`src/rtl/spi_cmd_controller_pkg.sv`:
```
// ============================================================================
//  spi_cmd_controller_pkg
//  Opcodes, FSM state encoding and status-byte helper for the SPI command
//  controller of the display subsystem.
//  Revision: 1.0
// ============================================================================
`default_nettype none

package spi_cmd_controller_pkg;

   localparam logic [7:0] OP_WRITE_FB    = 8'h01;
   localparam logic [7:0] OP_SET_BRIGHT  = 8'h02;
   localparam logic [7:0] OP_SET_CTRL    = 8'h03;
   localparam logic [7:0] OP_READ_STATUS = 8'h04;

   localparam logic [7:0] BRIGHT_RESET   = 8'h80;
   localparam logic [3:0] ERR_MAX        = 4'hF;

   typedef enum logic [2:0] {
      IDLE    = 3'd0,
      ADDR_HI = 3'd1,
      ADDR_LO = 3'd2,
      DATA    = 3'd3,
      REG     = 3'd4,
      DISCARD = 3'd5
   } state_t;

   function automatic logic [7:0] status_byte(input logic en, input logic [3:0] errs);
      return {en, 3'b000, errs};
   endfunction

endpackage

`default_nettype wire

```
`src/rtl/spi_cmd_controller.sv`:
```
// ============================================================================
//  spi_cmd_controller
//  Decodes SPI command frames into framebuffer writes and display registers.
//  Revision: 1.0
// ============================================================================
`default_nettype none

module spi_cmd_controller
   import spi_cmd_controller_pkg::*;
#(
   parameter int FB_AW = 12
) (
   input  logic             clk,
   input  logic             rst,
   input  logic             ss,
   input  logic [7:0]       rx_data,
   input  logic             rx_valid,
   output logic [7:0]       tx_data,
   output logic             fb_we,
   output logic [FB_AW-1:0] fb_addr,
   output logic [7:0]       fb_wdata,
   output logic [7:0]       brightness,
   output logic             disp_en,
   output logic [3:0]       err_count
);

   state_t           state;
   logic [FB_AW-1:0] ptr;
   logic [7:0]       addr_hi;
   logic             ctrl_sel;
   logic             status_mode;

   always_ff @(posedge clk or negedge rst) begin
      if (!rst) begin
         state       <= IDLE;
         ptr         <= '0;
         addr_hi     <= 8'h00;
         ctrl_sel    <= 1'b0;
         status_mode <= 1'b0;
         tx_data     <= 8'h00;
         fb_we       <= 1'b0;
         fb_addr     <= '0;
         fb_wdata    <= 8'h00;
         brightness  <= BRIGHT_RESET;
         disp_en     <= 1'b0;
         err_count   <= 4'h0;
      end else begin
         fb_we <= 1'b0;
         if (!ss) begin
            // Frame end aborts whatever command was in flight.
            state       <= IDLE;
            status_mode <= 1'b0;
         end else if (rx_valid) begin
            tx_data <= status_mode ? status_byte(disp_en, err_count) : rx_data;
            case (state)
               IDLE: begin
                  ctrl_sel <= (rx_data == OP_SET_CTRL);
                  case (rx_data)
                     OP_WRITE_FB:                state <= ADDR_HI;
                     OP_SET_BRIGHT, OP_SET_CTRL: state <= REG;
                     OP_READ_STATUS: begin
                        state       <= DISCARD;
                        status_mode <= 1'b1;
                        tx_data     <= status_byte(disp_en, err_count);
                     end
                     default: begin
                        state <= DISCARD;
                        if (err_count != ERR_MAX)
                           err_count <= err_count + 4'd1;
                     end
                  endcase
               end
               ADDR_HI: begin
                  addr_hi <= rx_data;
                  state   <= ADDR_LO;
               end
               ADDR_LO: begin
                  ptr   <= FB_AW'({addr_hi, rx_data});
                  state <= DATA;
               end
               DATA: begin
                  fb_we    <= 1'b1;
                  fb_addr  <= ptr;
                  fb_wdata <= rx_data;
                  ptr      <= ptr + FB_AW'(1);
               end
               REG: begin
                  if (ctrl_sel)
                     disp_en <= rx_data[0];
                  else
                     brightness <= rx_data;
                  state <= DISCARD;
               end
               default: state <= DISCARD;
            endcase
         end
      end
   end

endmodule

`default_nettype wire

```
`config.mk`:
```
export PLATFORM = sky130hd
export DESIGN_NAME = spi_cmd_controller
export DESIGN_NICKNAME = d
export VERILOG_FILES = /design/src/rtl/spi_cmd_controller_pkg.sv /design/src/rtl/spi_cmd_controller.sv
export SDC_FILE = /design/constraint.sdc
export NUM_CORES = 1
export LEC_CHECK = 0
export ABC_AREA = 1
export BUFFER_PORTS_ARGS = -buffer_cell sky130_fd_sc_hd__buf_4
export CELL_PAD_IN_SITES_DETAIL_PLACEMENT = 2
export CELL_PAD_IN_SITES_GLOBAL_PLACEMENT = 2
export CORE_ASPECT_RATIO = 1.4
export CORE_UTILIZATION = 35
export CTS_CLUSTER_DIAMETER = 120
export DETAILED_ROUTE_END_ITERATION = 8
export GPL_TIMING_DRIVEN = 1
export PLACE_DENSITY_LB_ADDON = 0.08
export SLEW_MARGIN = 20
export SYNTH_ARGS = -nofsm -noshare
export SYNTH_HDL_FRONTEND = slang
export SYNTH_SLANG_ARGS = --single-unit
```
`constraint.sdc`:
```
create_clock -name clk -period 3.5 [get_ports clk]
set_clock_uncertainty 0.05 [all_clocks]
set_input_delay 0.525 -clock clk [delete_from_list [all_inputs] [get_ports clk]]
set_output_delay 0.525 -clock clk [all_outputs]
set_load 0.005 [all_outputs]
```
==> flow_summary.ini, run 1 <==
[status]
status = finished, final reports clean

[power_and_ir_drop]
power_frac_comb_pct = 24.0
power.switching_uw = 843
clock_group_share_of_total_power_pct = 34.1
switching_share_pct = 31.9
max-vdd-ir-drop_uv = 315
intPower_mw = 1.80
cellPowerDensity_mw_per_mm2 = 702
seq_power_share_pct = 41.8
p_leak_nw = 1.90

[timing]
timing_max_transition_violations_final = 0
finalHoldViolCount = 0
timing.fmax_ghz = 0.472
setup-violations-final = 0
timing.final.ws_setup_ns = 1.38
slew-limit-headroom_pct = 36.1
layout_worst_path_cycle_share_pct = 60.5
rsz0062_at_grt = no
setup_total_negative_slack_ns = 0
period_minus_slack_ns = 2.12
worst_slew_pin_slew_ns = 0.955

[worst_setup_path]
crit_path_start = state[0]
crit-reg2reg-launch = state[0]
timing.critical_path.cells = inv_2 > nand2_1 > nor2_1 > nand3_1 > o21ai_0
cp_slowest_stage_delay_ns = 0.52
worst_path_arrival_ns = 2.29
critical_path_capture_point = brightness[6]
cell_class_contributing_the_biggest_share_of_worst_path_delay = simple AND/OR/NAND/NOR gates
ff_to_ff_end = brightness[6]
slowest_stage = sky130_fd_sc_hd__dfrtp_1
cp_num_buf_inv = 1
worst_ep_required_time_ns = 3.67
startpoint_type = flip-flop
cp.depth = 5
reg2regPathDepth = 5
maximum_net_fanout_on_the_critical_path = 16
critPathKind = reg -> reg
worst_setup_path_end_kind = flip-flop
setup.reg_to_reg.worst_slack_ns = 1.38

[placed_design]
dp_hpwl_um = 6770
place_ws_ns = 1.11
finalWeightedCongestion = 0.786
numPortBuffers = 53
place_area_mm2 = 0.00346

[cts]
cts_root_buffer = sky130_fd_sc_hd__clkbuf_16
holdBufCountCts = 0
cts.clk_slew.worst_paths_ns = 0.06
cts-htree-levels = 3
tritoncts_num_sinks = 63
cts-buffers-inserted = 9
cts_tree = done
cts.path.max_buffers = 2
cts_repair_resize_count = 0
clk_latency_ns = 0.34
post_cts.repair.setup_buffers = 0

[synthesis]
synth_fp_nets = 380
number_of_flops_mapped_to_enable_cells_by_yosys = 0
synth_seq_cells = 63
asyncSetResetFlopFracSynth_pct = 100
synth.distinct_cells = 25
synth_largest_type_area_fraction_pct = 51.7
yosysWarningCount = 0
ys.flop_type = sky130_fd_sc_hd__dfrtp_1
syn_avg_cell_area_um2 = 8.20
yosys.area.top_type = sky130_fd_sc_hd__dfrtp_1
mappedNetlistArea_mm2 = 0.00300
netlist_top_cells_area = sky130_fd_sc_hd__dfrtp_1 (52%), sky130_fd_sc_hd__nand2_1 (14%), sky130_fd_sc_hd__o21ai_0 (7.3%), sky130_fd_sc_hd__nand3_1 (6.0%), sky130_fd_sc_hd__inv_1 (4.1%)
number_of_instances_in_the_synthesized_netlist = 366
yosysSeqAreaShare_pct = 52.6

[floorplanning]
fp-row-count = 39
core_region_area_mm2 = 0.00825
pin_count = 54
floorplan.die.height_um = 112
floorplan.initialDensity_pct = 36.4
fp.dieArea_mm2 = 0.00896
die_x_um = 80.3

[drt]
totalWireLength_um = 9400
drt_first_pass_iters = 4
post_drt_wl_per_cell_um = 17.8
detail_route.vias_per_cell = 5.14
drt_first_iter_violations = 124
drc = 0
route.vias.total = 2712
final_antenna_violating_net_count = 0

[grt]
first_global_vias = 2943
grt_max_degree = 64
grt_pass1_wl_um = 15000
all_layer_gr_usage_pct = 22.9
grt_antenna_before_repair = 0
gr-total-overflow = 0

[final_layout]
diodes = 0
finish.instance_area_mm2 = 0.00376
layout.area.seq_mm2 = 0.00158
area_growth_pct = 25.3
final_layout_size_suffix_gt1_share_pct = 20.9
finish.net_count = 435
area_occupied_by_multi_input_gates_mm2 = 0.00121
num-fill-cells = 932

[worst_hold_path]
worst_hold_path_type = in -> async

[flow_run]
cap_violations = 0
## per-layer routing
metal  vias to the layer above  global-route usage [%]  part of all wire, %
met2                        40                    41.7                   56
met4                         0                    7.86                  1.6
met3                        11                    5.16                  2.9
li1                       1292                       -                    -
met5                         -                       0                    0
met1                      1369                    25.6                   39
## worst reg2reg max path: cells and delay by family, from the launching register on
family / cells / cell delay (ns)
compound gates: 1 / 0.44
simple gates: 3 / 0.74
flops: 1 / 0.52
buf+inv: 1 / 0.24
## registers in the layout, summed over array words and instances (netlist names)
register     count
fb_addr         12
ptr             12
brightness       8
fb_wdata         8
tx_data          8
addr_hi          4
err_count        4
state            3
ctrl_sel         1
disp_en          1
fb_we            1
status_mode      1
## placed cells by master, fill, tap and decap left out, types with 2 or more instances in the layout
| cell | instances |
|---|---|
| sky130_fd_sc_hd__a21oi_1 | 5 |
| sky130_fd_sc_hd__buf_4 | 53 |
| sky130_fd_sc_hd__clkbuf_16 | 9 |
| sky130_fd_sc_hd__clkinvlp_4 | 3 |
| sky130_fd_sc_hd__dfrtp_1 | 62 |
| sky130_fd_sc_hd__ha_1 | 2 |
| sky130_fd_sc_hd__inv_1 | 33 |
| sky130_fd_sc_hd__inv_2 | 5 |
| sky130_fd_sc_hd__nand2_1 | 114 |
| sky130_fd_sc_hd__nand2_2 | 2 |
| sky130_fd_sc_hd__nand3_1 | 36 |
| sky130_fd_sc_hd__nand4_1 | 3 |
| sky130_fd_sc_hd__nor2_1 | 25 |
| sky130_fd_sc_hd__nor2_4 | 2 |
| sky130_fd_sc_hd__o21ai_0 | 44 |
| sky130_fd_sc_hd__o21ai_1 | 2 |
| sky130_fd_sc_hd__o21ai_2 | 9 |
| sky130_fd_sc_hd__o22ai_1 | 2 |
| sky130_fd_sc_hd__o31ai_1 | 3 |
| sky130_fd_sc_hd__xor2_1 | 3 |
## Yosys cell counts, types with 3 or more instances
cell type,n
sky130_fd_sc_hd__nand4_1,3
sky130_fd_sc_hd__o21ai_2,9
sky130_fd_sc_hd__a21oi_1,5
sky130_fd_sc_hd__o31ai_1,3
sky130_fd_sc_hd__o21ai_0,44
sky130_fd_sc_hd__nor2_1,25
sky130_fd_sc_hd__clkbuf_1,3
sky130_fd_sc_hd__nand2_1,114
sky130_fd_sc_hd__inv_1,33
sky130_fd_sc_hd__dfrtp_1,62
sky130_fd_sc_hd__buf_6,4
sky130_fd_sc_hd__inv_2,5
sky130_fd_sc_hd__nand3_1,36
sky130_fd_sc_hd__xor2_1,3
## worst min-delay path by stage
stage,startpoint,to
2_1_floorplan,rst,addr_hi[0]
3_3_place_gp,fb_addr[6],fb_addr[6]
3_5_place_dp,addr_hi[0],addr_hi[0]
4_1_cts,rst,ptr[6]
5_1_grt,rst,ptr[2]
6_report,rst,ptr[2]
## cell families (layout without fill, tap and decap cells)
family,after synthesis,count (layout),share of synthesized area (%)
adders and majority gates,2,2,0.834
DFF,63,63,52.6
and+or+nand+nor,184,184,26.0
AOI/OAI and AO/OA,66,66,12.5
xor gates and xnor gates,3,3,0.876
buffers and inverters,48,108,7.17
## power groups by stage
stage	combinational (mW)	sequential [mW]	clock, mW
finish	0.635	1.10	0.901
global route	0.715	1.13	0.955
CTS	0.652	1.11	0.914
detailed placement	0.644	1.12	0
global placement	0.608	1.11	0
floorplan	0.316	1.08	0
## metrics by stage
step	utilization (%)	total power, mW	hold WS, ns	instances
2_1_floorplan	-	1.39	0.179	366
4_1_cts	45.6	2.67	0.273	528
3_3_place_gp	42.0	1.71	0.408	512
3_5_place_dp	42.0	1.76	0.424	512
5_1_grt	45.6	2.80	0.307	528
6_report	45.6	2.64	0.232	528
## cell type report
type / instances / area share [%]
Tap cell: 102 / 3.39
Clock inverter: 5 / 1.53
Clock buffer: 11 / 6.45
Sequential cell: 63 / 41.9
Inverter: 39 / 3.96
Multi-Input combinational cell: 255 / 32.1
Timing Repair Buffer: 53 / 10.6
Note: power is estimated with default switching activity, not from simulation.
==> inputs of run 2 (changes only) <==
CORE_UTILIZATION = 32   (was 35)
clock period = 2.03 ns   (was 3.5 ns; I/O delays follow)
==> flow_summary.ini, run 2 (synthesis gave the netlist of run 1 again) <==
[drt]
drc = 4
post_drt_wl_per_cell_um = 18.1
drt_first_iter_violations = 131
route.vias.total = 2766
detail_route.vias_per_cell = 5.05
final_antenna_violating_net_count = 0
totalWireLength_um = 9910
drt_first_pass_iters = 6

[worst_setup_path]
reg2regPathDepth = 8
cp_num_buf_inv = 1
critPathKind = reg -> reg
timing.critical_path.cells = inv_2 > nand2_1 > nor2_1 > nand2_1 > nor2_4 > nand2_1 > nand2_1 > nand2_1
crit_path_start = state[0]
cp_common_cell = sky130_fd_sc_hd__nand2_1
cp.depth = 8
worst_ep_required_time_ns = 2.21
startpoint_type = flip-flop
crit-reg2reg-launch = state[0]
worst_path_arrival_ns = 1.88
worst_setup_path_end_kind = flip-flop
cp_slowest_stage_delay_ns = 0.51
slowest_stage = sky130_fd_sc_hd__dfrtp_1
cell_class_contributing_the_biggest_share_of_worst_path_delay = simple AND/OR/NAND/NOR gates
maximum_net_fanout_on_the_critical_path = 11

[timing]
finalHoldViolCount = 0
rsz0062_at_grt = no
setup-violations-final = 0
timing.final.ws_setup_ns = 0.331
timing.fmax_ghz = 0.589
worst_slew_pin_slew_ns = 0.448
layout_worst_path_cycle_share_pct = 83.7
period_minus_slack_ns = 1.70
setup_total_negative_slack_ns = 0
slew-limit-headroom_pct = 70.0
timing_max_transition_violations_final = 0

[placed_design]
numPortBuffers = 53
place_area_mm2 = 0.00358
dp_hpwl_um = 7440
finalWeightedCongestion = 0.732
place_ws_ns = 0.326

[floorplanning]
floorplan.die.height_um = 117
pin_count = 54
fp.dieArea_mm2 = 0.00978
core_region_area_mm2 = 0.00908
fp-row-count = 41
die_x_um = 83.9
floorplan.initialDensity_pct = 33.1

[grt]
grt_pass1_wl_um = 16100
grt_max_degree = 35
met3_usage_pct = 4.31
grt_antenna_before_repair = 0
all_layer_gr_usage_pct = 22.1
met2_usage_pct = 41.5
fraction_of_met1_tracks_used_by_global_routing_pct = 23.8
first_global_vias = 3040
gr-total-overflow = 0
grt_busiest_layer = met2

[cts]
post_cts.repair.setup_buffers = 0
tritoncts_num_sinks = 63
cts_root_buffer = sky130_fd_sc_hd__clkbuf_16
cts.path.max_buffers = 2
cts_repair_resize_count = 0
clk_latency_ns = 0.34
cts_tree = done
holdBufCountCts = 1
cts.clk_slew.worst_paths_ns = 0.05
cts-htree-levels = 3
cts-buffers-inserted = 9

[final_layout]
area_growth_pct = 29.0
num-fill-cells = 1052
final_layout_size_suffix_gt1_share_pct = 23.4
mostFrequentLayoutCells = sky130_fd_sc_hd__nand2_1 (114), sky130_fd_sc_hd__buf_4 (66), sky130_fd_sc_hd__dfrtp_1 (62)
finish.instance_area_mm2 = 0.00387
final_core_utilization_pct = 42.6
final_common_cell = sky130_fd_sc_hd__nand2_1
diodes = 0
finish.net_count = 450
biggest_regs = fb_addr: 12 flops, ptr: 12 flops

[flow_run]
cap_violations = 0

[worst_hold_path]
worst_hold_startpoint = ss
worst_hold_path_type = in -> reg
hold_depth = 3

[power_and_ir_drop]
max-vdd-ir-drop_uv = 581
totalPowerFinal_mw = 4.47
cellPowerDensity_mw_per_mm2 = 1150
p_leak_nw = 1.96

[status]
violations = DRC
status = finished, violations left
-- run 2: area by class of cell --
| cell class | instances | area [µm²] | share of cell area (%) |
|---|---|---|---|
| Clock buffer | 11 | 243 | 6.27 |
| Inverter | 39 | 149 | 3.85 |
| Multi-Input combinational cell | 255 | 1210 | 31.2 |
| Sequential cell | 63 | 1580 | 40.8 |
| Timing Repair Buffer | 68 | 526 | 13.6 |
| Tap cell | 107 | 134 | 3.46 |
| Clock inverter | 5 | 33.8 | 0.873 |
-- run 2: layer usage --
metal	part of all wire [%]	routed length, µm
met1	40	3940
met2	55	5410
met3	2.7	270
met4	2.9	291
met5	0	0
-- run 2: report_power, final --
group	switching [mW]	total, mW	internal (mW)
combinational	0.602	1.13	0.527
clock	0.577	1.43	0.856
sequential	0.301	1.91	1.61
-- run 2: worst register-to-register path, cell delays in order, from the launching register on --
cell and delay, ns:
sky130_fd_sc_hd__dfrtp_1 0.51, sky130_fd_sc_hd__inv_2 0.23, sky130_fd_sc_hd__nand2_1 0.10, sky130_fd_sc_hd__nor2_1 0.16, sky130_fd_sc_hd__nand2_1 0.11, sky130_fd_sc_hd__nor2_4 0.16
sky130_fd_sc_hd__nand2_1 0.12, sky130_fd_sc_hd__nand2_1 0.10, sky130_fd_sc_hd__nand2_1 0.05
-- run 2: path summary, 6_finish.rpt --
| check | slack [ns] | end |
|---|---|---|
| hold / removal | 0.18 | status_mode |
| max in group asynchronous | 0.94 | brightness[7] |
| setup reg to reg | 0.33 | err_count[2] |
| min in group asynchronous | 0.39 | fb_we |
| setup / recovery | 0.33 | err_count[2] |
| hold reg to reg | 0.42 | fb_addr[6] |
-- run 2: stage by stage --
| stage | instances | hold slack (ns) |
|---|---|---|
| 6_report | 548 | 0.179 |
| 5_1_grt | 548 | 0.189 |
| 4_1_cts | 548 | 0.175 |
| 3_5_place_dp | 531 | 0.231 |
| 3_3_place_gp | 531 | 0.223 |
| 2_1_floorplan | 366 | -0.0411 |
